File: src/rtl/motion_pkg.sv
// Shared definitions for the maze actor movement controller.
// Holds the direction encoding, wall-flag bit positions, the default tile
// size and a helper returning the reverse of a direction.
package motion_pkg;

  typedef enum logic [2:0] {
    DIR_STOP  = 3'b000,
    DIR_UP    = 3'b100,
    DIR_RIGHT = 3'b101,
    DIR_DOWN  = 3'b110,
    DIR_LEFT  = 3'b111
  } dir_t;

  // Bit positions in adjacent_walls; they equal dir[1:0] of the matching move.
  localparam int unsigned WALL_UP    = 0;
  localparam int unsigned WALL_RIGHT = 1;
  localparam int unsigned WALL_DOWN  = 2;
  localparam int unsigned WALL_LEFT  = 3;

  localparam int unsigned TILE_LOG2_DEF = 4;

  function automatic dir_t opposite_dir(input dir_t d);
    return dir_t'({1'b1, d[1:0] ^ 2'b10});
  endfunction

  // Codes 001..011 carry no movement and are folded onto stop.
  function automatic dir_t norm_dir(input logic [2:0] d);
    return d[2] ? dir_t'(d) : DIR_STOP;
  endfunction

endpackage

File: src/rtl/actor_motion_lane.sv
// One actor lane: queued direction, speed divider, pixel position and
// current direction.
// Ports: Clk, Reset_n (async active-low), frame_tick (movement strobe),
//        load (copy start position), start_x/start_y, speed (step every
//        speed+1 ticks), req_valid/req_dir (direction request),
//        adjacent_walls (wall flags of current tile), pos_x/pos_y, dir,
//        aligned (tile alignment, combinational from registers).
// Macro TUNNEL_WRAP_EN: horizontal wrap at the maze edges instead of
// treating the outer columns as walls.
module actor_motion_lane
  import motion_pkg::*;
#(
  parameter int unsigned COORD_W   = 10,
  parameter int unsigned TILE_LOG2 = TILE_LOG2_DEF,
  parameter int unsigned SPEED_W   = 4,
  parameter int unsigned MAZE_W_PX = 448
) (
  input  logic               Clk,
  input  logic               Reset_n,
  input  logic               frame_tick,
  input  logic               load,
  input  logic [COORD_W-1:0] start_x,
  input  logic [COORD_W-1:0] start_y,
  input  logic [SPEED_W-1:0] speed,
  input  logic               req_valid,
  input  logic [2:0]         req_dir,
  input  logic [3:0]         adjacent_walls,
  output logic [COORD_W-1:0] pos_x,
  output logic [COORD_W-1:0] pos_y,
  output logic [2:0]         dir,
  output logic               aligned
);

`ifdef TUNNEL_WRAP_EN
  localparam logic [COORD_W-1:0] X_MAX = COORD_W'(MAZE_W_PX - 1);
`else
  localparam logic [COORD_W-1:0] X_EDGE = COORD_W'(MAZE_W_PX - (1 << TILE_LOG2));
`endif

  dir_t               dir_q, dir_nx;
  dir_t               queue_q, queue_nx;
  logic [SPEED_W-1:0] cnt_q;
  logic [COORD_W-1:0] x_nx, y_nx;
  logic [3:0]         eff_walls;
  logic               step;

  assign aligned = (pos_x[TILE_LOG2-1:0] == '0) && (pos_y[TILE_LOG2-1:0] == '0);
  assign dir     = dir_q;
  assign step    = frame_tick && (cnt_q == speed);

  always_comb begin
    eff_walls = adjacent_walls;
`ifndef TUNNEL_WRAP_EN
    // Outer columns act as walls so the actor never leaves the maze.
    if (pos_x == '0)    eff_walls[WALL_LEFT]  = 1'b1;
    if (pos_x == X_EDGE) eff_walls[WALL_RIGHT] = 1'b1;
`endif
    dir_nx   = dir_q;
    queue_nx = queue_q;
    if (aligned) begin
      if (queue_q != DIR_STOP && !eff_walls[queue_q[1:0]]) begin
        dir_nx   = queue_q;
        queue_nx = DIR_STOP;
      end else if (dir_q != DIR_STOP && eff_walls[dir_q[1:0]]) begin
        dir_nx = DIR_STOP;
      end
    end else if (dir_q != DIR_STOP && queue_q == opposite_dir(dir_q)) begin
      dir_nx   = queue_q;
      queue_nx = DIR_STOP;
    end

    x_nx = pos_x;
    y_nx = pos_y;
    case (dir_nx)
      DIR_UP:    y_nx = pos_y - COORD_W'(1);
      DIR_DOWN:  y_nx = pos_y + COORD_W'(1);
`ifdef TUNNEL_WRAP_EN
      DIR_RIGHT: x_nx = (pos_x == X_MAX) ? '0 : pos_x + COORD_W'(1);
      DIR_LEFT:  x_nx = (pos_x == '0) ? X_MAX : pos_x - COORD_W'(1);
`else
      DIR_RIGHT: x_nx = pos_x + COORD_W'(1);
      DIR_LEFT:  x_nx = pos_x - COORD_W'(1);
`endif
      default:   ;
    endcase
  end

  always_ff @(posedge Clk or negedge Reset_n) begin
    if (!Reset_n) begin
      pos_x   <= '0;
      pos_y   <= '0;
      dir_q   <= DIR_STOP;
      queue_q <= DIR_STOP;
      cnt_q   <= '0;
    end else if (load) begin
      pos_x   <= start_x;
      pos_y   <= start_y;
      dir_q   <= DIR_STOP;
      queue_q <= DIR_STOP;
      cnt_q   <= '0;
    end else begin
      if (frame_tick) begin
        if (step) begin
          cnt_q   <= '0;
          pos_x   <= x_nx;
          pos_y   <= y_nx;
          dir_q   <= dir_nx;
          queue_q <= queue_nx;
        end else begin
          cnt_q <= cnt_q + SPEED_W'(1);
        end
      end
      // A request in a step cycle overrides the step's queue update, so it
      // is only acted on at the following step.
      if (req_valid) queue_q <= norm_dir(req_dir);
    end
  end

endmodule

File: src/rtl/actor_motion_ctrl.sv
// Movement controller for all maze actors (lane 0 = Pac-Man).
// Ports: Clk, Reset_n (async active-low), frame_tick, load,
//        start_x/start_y (packed per lane), speed (packed per-lane divisor),
//        req_valid/req_dir, adjacent_walls (bit0 up, 1 right, 2 down,
//        3 left), pos_x/pos_y, dir, aligned.
// Macro TUNNEL_WRAP_EN: horizontal tunnel wrap (see actor_motion_lane).
module actor_motion_ctrl
  import motion_pkg::*;
#(
  parameter int unsigned NUM_ACTORS = 4,
  parameter int unsigned COORD_W    = 10,
  parameter int unsigned TILE_LOG2  = TILE_LOG2_DEF,
  parameter int unsigned SPEED_W    = 4,
  parameter int unsigned MAZE_W_PX  = 448
) (
  input  logic                          Clk,
  input  logic                          Reset_n,
  input  logic                          frame_tick,
  input  logic                          load,
  input  logic [NUM_ACTORS*COORD_W-1:0] start_x,
  input  logic [NUM_ACTORS*COORD_W-1:0] start_y,
  input  logic [NUM_ACTORS*SPEED_W-1:0] speed,
  input  logic [NUM_ACTORS-1:0]         req_valid,
  input  logic [NUM_ACTORS*3-1:0]       req_dir,
  input  logic [NUM_ACTORS*4-1:0]       adjacent_walls,
  output logic [NUM_ACTORS*COORD_W-1:0] pos_x,
  output logic [NUM_ACTORS*COORD_W-1:0] pos_y,
  output logic [NUM_ACTORS*3-1:0]       dir,
  output logic [NUM_ACTORS-1:0]         aligned
);

  for (genvar i = 0; i < NUM_ACTORS; i++) begin : g_lane
    actor_motion_lane #(
      .COORD_W  (COORD_W),
      .TILE_LOG2(TILE_LOG2),
      .SPEED_W  (SPEED_W),
      .MAZE_W_PX(MAZE_W_PX)
    ) u_lane (
      .Clk           (Clk),
      .Reset_n       (Reset_n),
      .frame_tick    (frame_tick),
      .load          (load),
      .start_x       (start_x[i*COORD_W +: COORD_W]),
      .start_y       (start_y[i*COORD_W +: COORD_W]),
      .speed         (speed[i*SPEED_W +: SPEED_W]),
      .req_valid     (req_valid[i]),
      .req_dir       (req_dir[i*3 +: 3]),
      .adjacent_walls(adjacent_walls[i*4 +: 4]),
      .pos_x         (pos_x[i*COORD_W +: COORD_W]),
      .pos_y         (pos_y[i*COORD_W +: COORD_W]),
      .dir           (dir[i*3 +: 3]),
      .aligned       (aligned[i])
    );
  end

endmodule

File: config.mk
export PLATFORM = sky130hd
export DESIGN_NAME = actor_motion_ctrl
export DESIGN_NICKNAME = d
export VERILOG_FILES = /design/src/rtl/motion_pkg.sv /design/src/rtl/actor_motion_lane.sv /design/src/rtl/actor_motion_ctrl.sv
export SDC_FILE = /design/constraint.sdc
export NUM_CORES = 1
export LEC_CHECK = 0
export CORE_MARGIN = 4
export CORE_UTILIZATION = 50
export CTS_BUF_LIST = sky130_fd_sc_hd__clkbuf_16
export CTS_CLUSTER_DIAMETER = 50
export DETAILED_ROUTE_END_ITERATION = 10
export PLACE_DENSITY = 0.84
export SETUP_SLACK_MARGIN = 0.15
export SLEW_MARGIN = 0
export SYNTH_ARGS = -nofsm -noshare
export SYNTH_HDL_FRONTEND = slang
export SYNTH_SLANG_ARGS = --single-unit
File: constraint.sdc
create_clock -name Clk -period 6.5 [get_ports Clk]
set_input_delay 1.625 -clock Clk [delete_from_list [all_inputs] [get_ports Clk]]
set_output_delay 1.625 -clock Clk [all_outputs]
set_load 0.02 [all_outputs]
# After elaboration in Yosys (flattened, before gate mapping)
# Cells that the tools add are included.
# op_classes
n_addsub	20
order_cmp	8
n_eq_ne	32
n_mux	128
bitwise	4
n_reduce_logical	85
# op_table
operator	n
10-bit two-way mux	24
3-bit two-way mux	60
10-bit one-hot mux with 2 select lines	8
10-bit by 1-bit adder with 10-bit output, second input constant	8
10-bit by 1-bit subtractor with 10-bit output, second input constant	8
3-bit nonzero test	24
3-bit equality test, second input constant	16
4-bit two-way mux	12
10-bit by 9-bit equality test with 1-bit output, second input constant	4
10-bit zero test	4
4-bit zero test	8
2-bit by 3-bit < comparator with 1-bit output, second input constant	8
3-bit AND reduction	8
1-bit logical AND	20
4-bit by 1-bit adder with 4-bit output, second input constant	4
1-bit binary-select mux with 2-bit select	8
4-bit equality test	4
1-bit two-way mux	16
4-bit inequality test, second input constant	4
4-bit AND reduction	4
4-bit nonzero test	4
3-bit equality test	4
2-bit nonzero test	5
2-bit AND reduction	4
other kinds (2)	8
# word_totals
register_bits	120
input_bits	132
output_inout_bits	96
elab_cells	297

# Depth between registers and ports, before layout
# Gate-level depths: netlist of the first run.
# depth
ltp_word	13
depth_mapped	18
depth_no_buf	17

# Cells and area by module
# A second synthesis of the first run with hierarchy kept.
# hier_totals
hier_cells	1257
hier_area_um2	10408.7
# modules_own_cells
mod	n_inst	cells_each	area_per_inst_um2	seq_area_each_um2
actor_motion_lane at g_lane[0].u_lane ...	2	316	2593.7	750.7
actor_motion_lane at g_lane[2].u_lane	1	315	2652.5	750.7
actor_motion_lane at g_lane[3].u_lane	1	310	2568.7	750.7

# Worst setup path before layout of the first run
# OpenSTA, ideal clock, no wires.
# synth_timing
path_kind	input to register
from	input port adjacent_walls[7]
to	register g_lane[1].u_lane.pos_x[9]
setup_ns	0.082
t_arrival_ns	5.516
t_required_ns	6.418
path_slack_ns	0.902
path_stages	14
path_buffers	0
path_cell_list	mux4_2 > a41oi_1 > a31oi_1 > o2bb2ai_2 > nor3b_1 > ha_1 > a21o_1 > a21oi_1 > o21ai_0 > o41ai_1 > o21a_1 > nor3_1 > or4_1 > a31oi_1
# synth_between
elab_chain_cells	12
elab_cells_between_ends	19
classes_between	eq/ne (2); mux (12); reduce/logical (5)
# synth_rtl
element	line	rtl
start, declared	actor_motion_ctrl.sv:25	input logic [NUM_ACTORS*4-1:0] adjacent_walls,
1-bit two-way mux *	actor_motion_lane.sv:55	if (pos_x == '0) eff_walls[WALL_LEFT] = 1'b1;
1-bit binary-select mux with 2-bit select (on tied branches)	actor_motion_lane.sv:64, actor_motion_lane.sv:61	
1-bit two-way mux (on tied branches)	actor_motion_lane.sv:64, actor_motion_lane.sv:61	
1-bit logical AND or 1-bit zero test (tied branches)	actor_motion_lane.sv:64, actor_motion_lane.sv:61	
3-bit two-way mux or 1-bit logical AND (tied branches)	actor_motion_lane.sv:64, actor_motion_lane.sv:61	
3-bit two-way mux *	actor_motion_lane.sv:61	if (queue_q != DIR_STOP && !eff_walls[queue_q[1:0]]) begin
3-bit two-way mux *	actor_motion_lane.sv:60	if (aligned) begin
3-bit equality test	actor_motion_lane.sv:74	case (dir_nx)
10-bit one-hot mux with 2 select lines	actor_motion_lane.sv:74	
10-bit two-way mux	actor_motion_lane.sv:103	if (step) begin
10-bit two-way mux	actor_motion_lane.sv:102	if (frame_tick) begin
10-bit two-way mux	actor_motion_lane.sv:95	end else if (load) begin
end signal, assigned	actor_motion_lane.sv:96	pos_x <= start_x;
end signal, assigned	actor_motion_lane.sv:105	pos_x <= x_nx;
end, declared	actor_motion_lane.sv:28	output logic [COORD_W-1:0] pos_x,
# Every way passes the cells marked *; elsewhere a longest branch is shown, timed or not. The select of a mux whose other input is x is not followed.
# A chain may end at the register's enable or synchronous reset.

# Final worst setup path of the first run
# layout_timing
from	input port adjacent_walls[3]
to	register g_lane[0].u_lane.pos_y[9]
# layout_between
elab_chain_cells	12
elab_cells_between_ends	19
classes_between	eq/ne (2); mux (12); reduce/logical (5)
# layout_rtl
element	line	rtl
1-bit two-way mux *	actor_motion_lane.sv:55	
1-bit binary-select mux with 2-bit select (on tied branches)	actor_motion_lane.sv:64, actor_motion_lane.sv:61	
1-bit two-way mux (on tied branches)	actor_motion_lane.sv:64, actor_motion_lane.sv:61	
1-bit logical AND or 1-bit zero test (tied branches)	actor_motion_lane.sv:64, actor_motion_lane.sv:61	
3-bit two-way mux or 1-bit logical AND (tied branches)	actor_motion_lane.sv:64, actor_motion_lane.sv:61	
3-bit two-way mux *	actor_motion_lane.sv:61	
3-bit two-way mux *	actor_motion_lane.sv:60	
3-bit equality test	actor_motion_lane.sv:74	
10-bit one-hot mux with 2 select lines	actor_motion_lane.sv:74	
10-bit two-way mux	actor_motion_lane.sv:103	
10-bit two-way mux	actor_motion_lane.sv:102	
10-bit two-way mux	actor_motion_lane.sv:95	
end signal, assigned	actor_motion_lane.sv:97	pos_y <= start_y;
end signal, assigned	actor_motion_lane.sv:106	pos_y <= y_nx;
end, declared	actor_motion_lane.sv:29	output logic [COORD_W-1:0] pos_y,
# Marked as above.

==> metrics.csv, run 1 <==
stage,metric,value,unit
pwr,p_comb_frac,0.249,
yosys,ys_ff_latch,120,
layout,syn2layout_area_growth,31.5,%
clock_network,cts.sinks,120,
floorplan,die_w,148,µm
yosys,yosys_warnings,0,
routing,detail_route.wl_per_cell,16.9,µm
clock_network,postCtsSetupBuffers,0,
routing,antenna_left,0,
pwr,peakVddDrop,0.155,mV
yosys,ys_seq_area_frac,0.307,
yosys,syn_area,9770,µm²
layout,stdcell_count,1583,
clock_network,cts_resized,0,
floorplan,core_area,19000,µm²
layout,diodes,0,
global_route,antenna_found_initial,0,
pwr,internal-power,1780,µW
placed_design,pre_cts_ws,498,ps
yosys,synth_cells,1103,
clock_network,htree_levels,4,
clock_network,worstSkewPairLatency,420,ps
yosys,synthFlopType,dfrtp_1,
global_route,grt_max_degree,82,
critical_path,endpoint_kind,flop,
pwr,powerDensity,195,nW/µm²
clock_network,clock_path_buffers,2,
yosys,synth_edf_count,0,
sta,final_max_slew_viol_count,0,
global_route,grt-ovfl-total,0,
sta,max_freq,0.176,GHz
placed_design,portBuffers,227,
global_route,grt_pass1_wl,44200,µm
layout,drive_gt1_frac,0.0605,
sta,hold_ws,546,ps
sta,timing_worst_slew_pin_value,1090,ps
routing,firstDrtPassIters,5,
pwr,p_sw,726,µW
floorplan,rows,50,
sta,rsz0062_at_grt,false,
clock_network,path_clk_slew,50,ps
yosys,yosysTopAreaCell,dfrtp_1,
global_route,grtUsageTotal,0.243,
clock_network,cts_made_buffers,17,
placed_design,place.gp.congestion,0.941,
floorplan,die_y,148,µm
pwr,p_leak,0.00561,µW
layout,postLayoutCoreUtil,0.678,
critical_path,critPathKind,in -> reg,
yosys,avgSynthCellArea,8.86,µm²
critical_path,path_max_fanout,10,
yosys,syn-num-nets,1311,
yosys,async_flop_share,1.00,
pwr,seqPwrFrac,0.352,
placed_design,dp_hpwl,20200,µm
sta,period_share,0.876,
pwr,power.share.switching,0.290,
critical_path,crit_path_start_kind,input port,
sta,setup_viol,0,
routing,drc,0,
yosys,ys_types,82,
placed_design,dp.cells,1552,
routing,initialDrtViolationCount,421,
clock_network,clockRootBuffer,clkbuf_16,
sta,finClkSkew,9.00,ps
global_route,grt_pass1_vias,8878,
floorplan,die_area,21800,µm²
pwr,p_clk_frac,0.399,
floorplan,start_util,0.516,
flow_run,max_cap_viol_count,0,
yosys,ys_top_cells_by_area,"dfrtp_1 (31%), ha_1 (8.7%), mux2i_1 (7.3%)",
clock_network,cts_tree,yes,
sta,tns,0,ps
routing,routed_wl,26800,µm
yosys,yosysTopAreaCellShare,0.307,
run_status,outcome,completed,
layout,layout.nets,1519,
sta,max_slew_margin,0.273,
sta,fin_ws,807,ps
clock_network,cts-hold-fix-buffers,0,
critical_path,arrival,5950,ps
critical_path,required,6760,ps
worst_hold_path,hold_class,reg -> reg,
critical_path,r2r_slack,1440,ps
routing,viasPerCell,5.71,
floorplan,num_io_pins,228,
sta,hold_violations,0,
routing,num_vias,9033,
sta,fin_crit,5690,ps
-- final cells by class --
type,instances,area (µm²)
multi-input combinational,890,6390
timing repair buffer,239,2360
clock inverter,14,189
sequential,120,3000
fill,1518,6110
tap,260,325
clock buffer,17,425
inverter,43,161
-- layout by cell type, fill, tap and decap left out, types with 25 or more instances in the layout --
master / n
a21oi_1: 51
clkdlybuf4s50_1: 225
dfrtp_1: 120
ha_1: 68
inv_1: 44
mux2i_1: 71
nand2_1: 110
nor2_1: 79
nor3_1: 40
o21ai_0: 84
o21ai_1: 25
xnor2_1: 50
xor2_1: 44
-- cells by family after synthesis --
group           share of synthesized area
simple gates                        0.184
compound gates                      0.193
flops                               0.307
xor+xnor                           0.0842
buf+inv                            0.0398
mux                                0.0877
fa+ha+maj                           0.103
-- path summary, 6_finish.rpt --
| path | end | startpoint | cells past startpoint |
|---|---|---|---|
| max in group asynchronous | g_lane[2].u_lane.pos_y[2]$_DFFE_PN0P_ | Reset_n | 2 |
| min in group asynchronous | g_lane[0].u_lane.pos_x[9]$_DFFE_PN0P_ | Reset_n | 1 |
| worst min-delay path | g_lane[2].u_lane.queue_q[2]$_DFFE_PN0P_ | g_lane[2].u_lane.queue_q[2]$_DFFE_PN0P_ | 1 |
| worst min register to register | g_lane[2].u_lane.queue_q[2]$_DFFE_PN0P_ | g_lane[2].u_lane.queue_q[2]$_DFFE_PN0P_ | 1 |
| worst max register to register | g_lane[2].u_lane.pos_x[9]$_DFFE_PN0P_ | g_lane[2].u_lane.pos_x[0]$_DFFE_PN0P_ | 15 |
| worst max-delay path | g_lane[0].u_lane.pos_y[9]$_DFFE_PN0P_ | adjacent_walls[3] | 14 |
-- cell usage after synthesis, drive strengths merged (5+ instances only) --
| library cell | count |
|---|---|
| dfrtp | 120 |
| a21boi | 6 |
| nor4 | 16 |
| and3 | 8 |
| nand3 | 15 |
| inv | 42 |
| a2111oi | 6 |
| nand3b | 5 |
| mux2 | 5 |
| a21oi | 51 |
| o21a | 13 |
| ha | 68 |
| o21ai | 109 |
| nand2 | 110 |
| a31oi | 14 |
| nor2 | 81 |
| fa | 8 |
| nor3 | 42 |
| nand2b | 19 |
| xnor2 | 50 |
| a211oi | 9 |
| a21o | 15 |
| buf | 14 |
| clkbuf | 36 |
| or4 | 6 |
| a22o | 9 |
| o41ai | 5 |
| nand4 | 6 |
| xor2 | 44 |
| a311oi | 6 |
| mux2i | 71 |
| a31o | 5 |
| nor2b | 16 |
| or3 | 12 |
-- power by group through the flow --
stage	sequential (µW)	combinational, µW	clock [µW]
after floorplan	928	308	0
after global placement	891	606	0
after detailed placement	893	621	0
after CTS	881	626	1020
after global routing	892	686	1050
final	882	624	1000
-- worst max-delay path, stage by stage --
cell             delay, ps
clkdlybuf4s50_1        460
a311oi_1               330
o21ai_0                210
and4_1                 270
o32ai_1                570
or2_1                  410
ha_1                   300
a21oi_1                170
o211ai_1               120
a2111oi_0              530
o31a_1                 290
nor3_1                  60
a2111oi_0              450
o311ai_1               160
-- stage by stage --
| stage | total power (µW) | area, µm² |
|---|---|---|
| after CTS | 2530 | 12800 |
| after global placement | 1500 | 12200 |
| after detailed placement | 1510 | 12200 |
| after global routing | 2630 | 12800 |
| final | 2510 | 12800 |
| after floorplan | 1240 | 9770 |
-- state kept, by name, summed over array words and instances (netlist names) --
signal                 count
g_lane.u_lane.dir         12
g_lane.u_lane.queue_q     12
g_lane.u_lane.cnt_q       16
g_lane.u_lane.pos_x       40
g_lane.u_lane.pos_y       40
-- routing by layer --
| layer | wire length, µm | track usage | up-vias |
|---|---|---|---|
| met2 | 12600 | 0.393 | 257 |
| li1 | - | - | 4432 |
| met5 | 0 | 0 | - |
| met4 | 745 | 0.0744 | 0 |
| met1 | 12000 | 0.327 | 4299 |
| met3 | 1440 | 0.0533 | 45 |
Note: power is estimated with default switching activity, not from simulation.
==> run 2: changes to the inputs <==
- PLACE_DENSITY: 0.84 -> 0.83
- SYNTH_HIERARCHICAL: unset -> 1
==> metrics.csv, run 2 <==
stage,metric,value,unit,change
clock_network,clock_path_buffers,2,,unchanged
critical_path,endpoint_kind,flop,,
global_route,grtUsageTotal,0.245,,+0.00254
yosys,synth.most_common_cell,nand2_1,,
flow_run,max_cap_viol_count,0,,unchanged
yosys,synth_edf_count,0,,unchanged
placed_design,dp.cells,1697,,+9.3%
sta,timing_worst_slew_pin_value,1040,ps,-47.6 ps
routing,drc,0,,unchanged
worst_hold_path,hold_depth,2,,+1
layout,layout.nets,1622,,+6.8%
yosys,synth_common_cells,"nand2_1 (146), dfrtp_1 (120), nor2_1 (73)",,
layout,postLayoutCoreUtil,0.652,,-0.0261
clock_network,cts_resized,0,,unchanged
global_route,grt_pass1_wl,48900,µm,+11%
yosys,ys_seq_area_frac,0.288,,-0.0187
yosys,async_flop_share,1.00,,unchanged
run_status,outcome,completed,,
routing,antenna_left,0,,unchanged
sta,tns,0,ps,unchanged
floorplan,core_area,20400,µm²,+7.4%
yosys,ys_types,101,,+23%
yosys,synthFlopType,dfrtp_1,,
critical_path,required,6750,ps,about the same
yosys,avgSynthCellArea,8.28,µm²,-6.6%
critical_path,crit_path_start_kind,input port,,
floorplan,rows,52,,+4.0%
sta,setup_viol,0,,unchanged
critical_path,path_max_fanout,9,,-1
yosys,ys_top_cells_by_area,"dfrtp_1 (29%), nand2_1 (5.3%), ha_1 (4.8%)",,
layout,diodes,0,,unchanged
yosys,ys_ff_latch,120,,unchanged
global_route,grt_max_degree,77,,-6.1%
pwr,total_power,2430,µW,-2.9%
clock_network,cts_made_buffers,17,,unchanged
clock_network,cts_tree,yes,,
floorplan,die_area,23200,µm²,+6.1%
yosys,syn_area,10400,µm²,+6.5%
layout,stdcell_count,1728,,+9.2%
layout,n_fill_cell,1720,,+13%
routing,initialDrtViolationCount,592,,+41%
layout,syn2layout_area_growth,27.5,%,
placed_design,place.gp.congestion,0.923,,-1.8%
clock_network,cts.sinks,120,,unchanged
sta,finClkSkew,12.8,ps,+3.83 ps
floorplan,num_io_pins,228,,unchanged
critical_path,reg2regPathDepth,15,,unchanged
sta,period_share,0.899,,+0.0228
placed_design,pre_cts_ws,302,ps,-196 ps
sta,hold_violations,0,,unchanged
floorplan,die_w,152,µm,+3.0%
placed_design,portBuffers,227,,unchanged
routing,num_vias,10375,,+15%
floorplan,start_util,0.511,,-0.00452
sta,fin_crit,5840,ps,+148 ps
sta,rsz0062_at_grt,false,,
critical_path,arrival,6090,ps,+140 ps
placed_design,dp_hpwl,21400,µm,+6.1%
routing,routed_wl,29100,µm,+8.6%
sta,final_max_slew_viol_count,0,,unchanged
pwr,peakVddDrop,0.145,mV,-6.1%
layout,final_common_cell,clkdlybuf4s50_1,,
layout,drive_gt1_frac,0.0727,,+0.0122
sta,fin_ws,659,ps,-148 ps
sta,max_slew_margin,0.302,,+0.0292
yosys,yosysTopAreaCell,dfrtp_1,,
global_route,grt_pass1_vias,9925,,+12%
clock_network,worstSkewPairLatency,410,ps,about the same
routing,viasPerCell,6.00,,+5.2%
pwr,p_leak,0.00525,µW,-6.5%
routing,firstDrtPassIters,5,,unchanged
clock_network,cts-hold-fix-buffers,0,,unchanged
clock_network,clockRootBuffer,clkbuf_16,,
pwr,powerDensity,183,nW/µm²,-6.0%
yosys,yosys_warnings,6,,+6
floorplan,die_y,152,µm,+3.0%
global_route,antenna_found_initial,1,,+1
sta,max_freq,0.171,GHz,-2.5%
worst_hold_path,hold_class,reg -> reg,,
clock_network,postCtsSetupBuffers,0,,unchanged
clock_network,htree_levels,4,,unchanged
yosys,yosysTopAreaCellShare,0.288,,-0.0187
layout,reg.largest.list,"g_lane.u_lane/pos_x (40), g_lane.u_lane/pos_y (40), g_lane.u_lane/cnt_q (16)",,
layout,layout_common_cells,"clkdlybuf4s50_1 (225), nand2_1 (146), dfrtp_1 (120)",,
yosys,synth_cells,1257,,+14%
global_route,grt-ovfl-total,0,,unchanged
yosys,syn-num-nets,1433,,+9.3%
clock_network,path_clk_slew,60,ps,about the same
critical_path,critPathKind,in -> reg,,
routing,detail_route.wl_per_cell,16.8,µm,-0.54%
run 2: final timing paths:
check	slack (ps)	from	to
worst min-delay path	560	g_lane[0].u_lane/cnt_q[3]$_DFFE_PN0P_	g_lane[0].u_lane/cnt_q[3]$_DFFE_PN0P_
worst max-delay path	660	adjacent_walls[14]	g_lane[3].u_lane/pos_y[9]$_DFFE_PN0P_
worst max register to register	1160	g_lane[2].u_lane/pos_x[1]$_DFFE_PN0P_	g_lane[2].u_lane/pos_y[9]$_DFFE_PN0P_
worst min register to register	560	g_lane[0].u_lane/cnt_q[3]$_DFFE_PN0P_	g_lane[0].u_lane/cnt_q[3]$_DFFE_PN0P_
max in group asynchronous	4260	Reset_n	g_lane[0].u_lane/cnt_q[1]$_DFFE_PN0P_
min in group asynchronous	1210	Reset_n	g_lane[0].u_lane/pos_x[6]$_DFFE_PN0P_
run 2: cell type report:
class | count | area (µm²) | share of cell area
Multi-Input combinational cell | 1021 | 6850 | 0.516
Sequential cell | 120 | 3000 | 0.226
Timing Repair Buffer | 240 | 2370 | 0.178
Clock buffer | 17 | 425 | 0.0320
Tap cell | 270 | 338 | 0.0255
Inverter | 46 | 174 | 0.0131
Clock inverter | 14 | 111 | 0.00839
run 2: logic make-up after synthesis:
| kind of cell | synth area share |
|---|---|
| AOI/OAI and AO/OA | 0.237 |
| xor gates and xnor gates | 0.0505 |
| adders and majority gates | 0.0558 |
| buffers and inverters | 0.0530 |
| DFF | 0.288 |
| muxes | 0.0411 |
| and+or+nand+nor | 0.275 |
run 2: critical path, cell delays in order:
cell and delay (ps):
clkdlybuf4s50_1 480, nor3b_1 60, or2_2 310, or3_4 370, o221ai_2 190, a22o_1 290
nand3_1 360, ha_1 400, a21o_1 170, a21oi_1 210, o21ai_0 140, a2111oi_0 660
o31a_1 300, nor3_1 80, a311oi_1 290, o2111ai_1 140
run 2: metal layers:
layer	up-vias	GRT usage	share of wire
li1	5071	-	-
met3	24	0.0520	0.070
met2	347	0.410	0.48
met4	2	0.0582	0.0089
met5	-	0	0.00069
met1	4931	0.327	0.44
run 2: report_power, final:
| part | internal, µW | switching, µW | total, µW |
|---|---|---|---|
| Sequential | 804 | 111 | 915 |
| Clock | 517 | 356 | 874 |
| Combinational | 322 | 323 | 645 |
run 2: stage by stage:
stage | hold slack [ps] | area [µm²]
3_5_place_dp | 551 | 12700
2_1_floorplan | 508 | 10400
3_3_place_gp | 533 | 12700
5_1_grt | 580 | 13300
6_report | 555 | 13300
4_1_cts | 558 | 13300
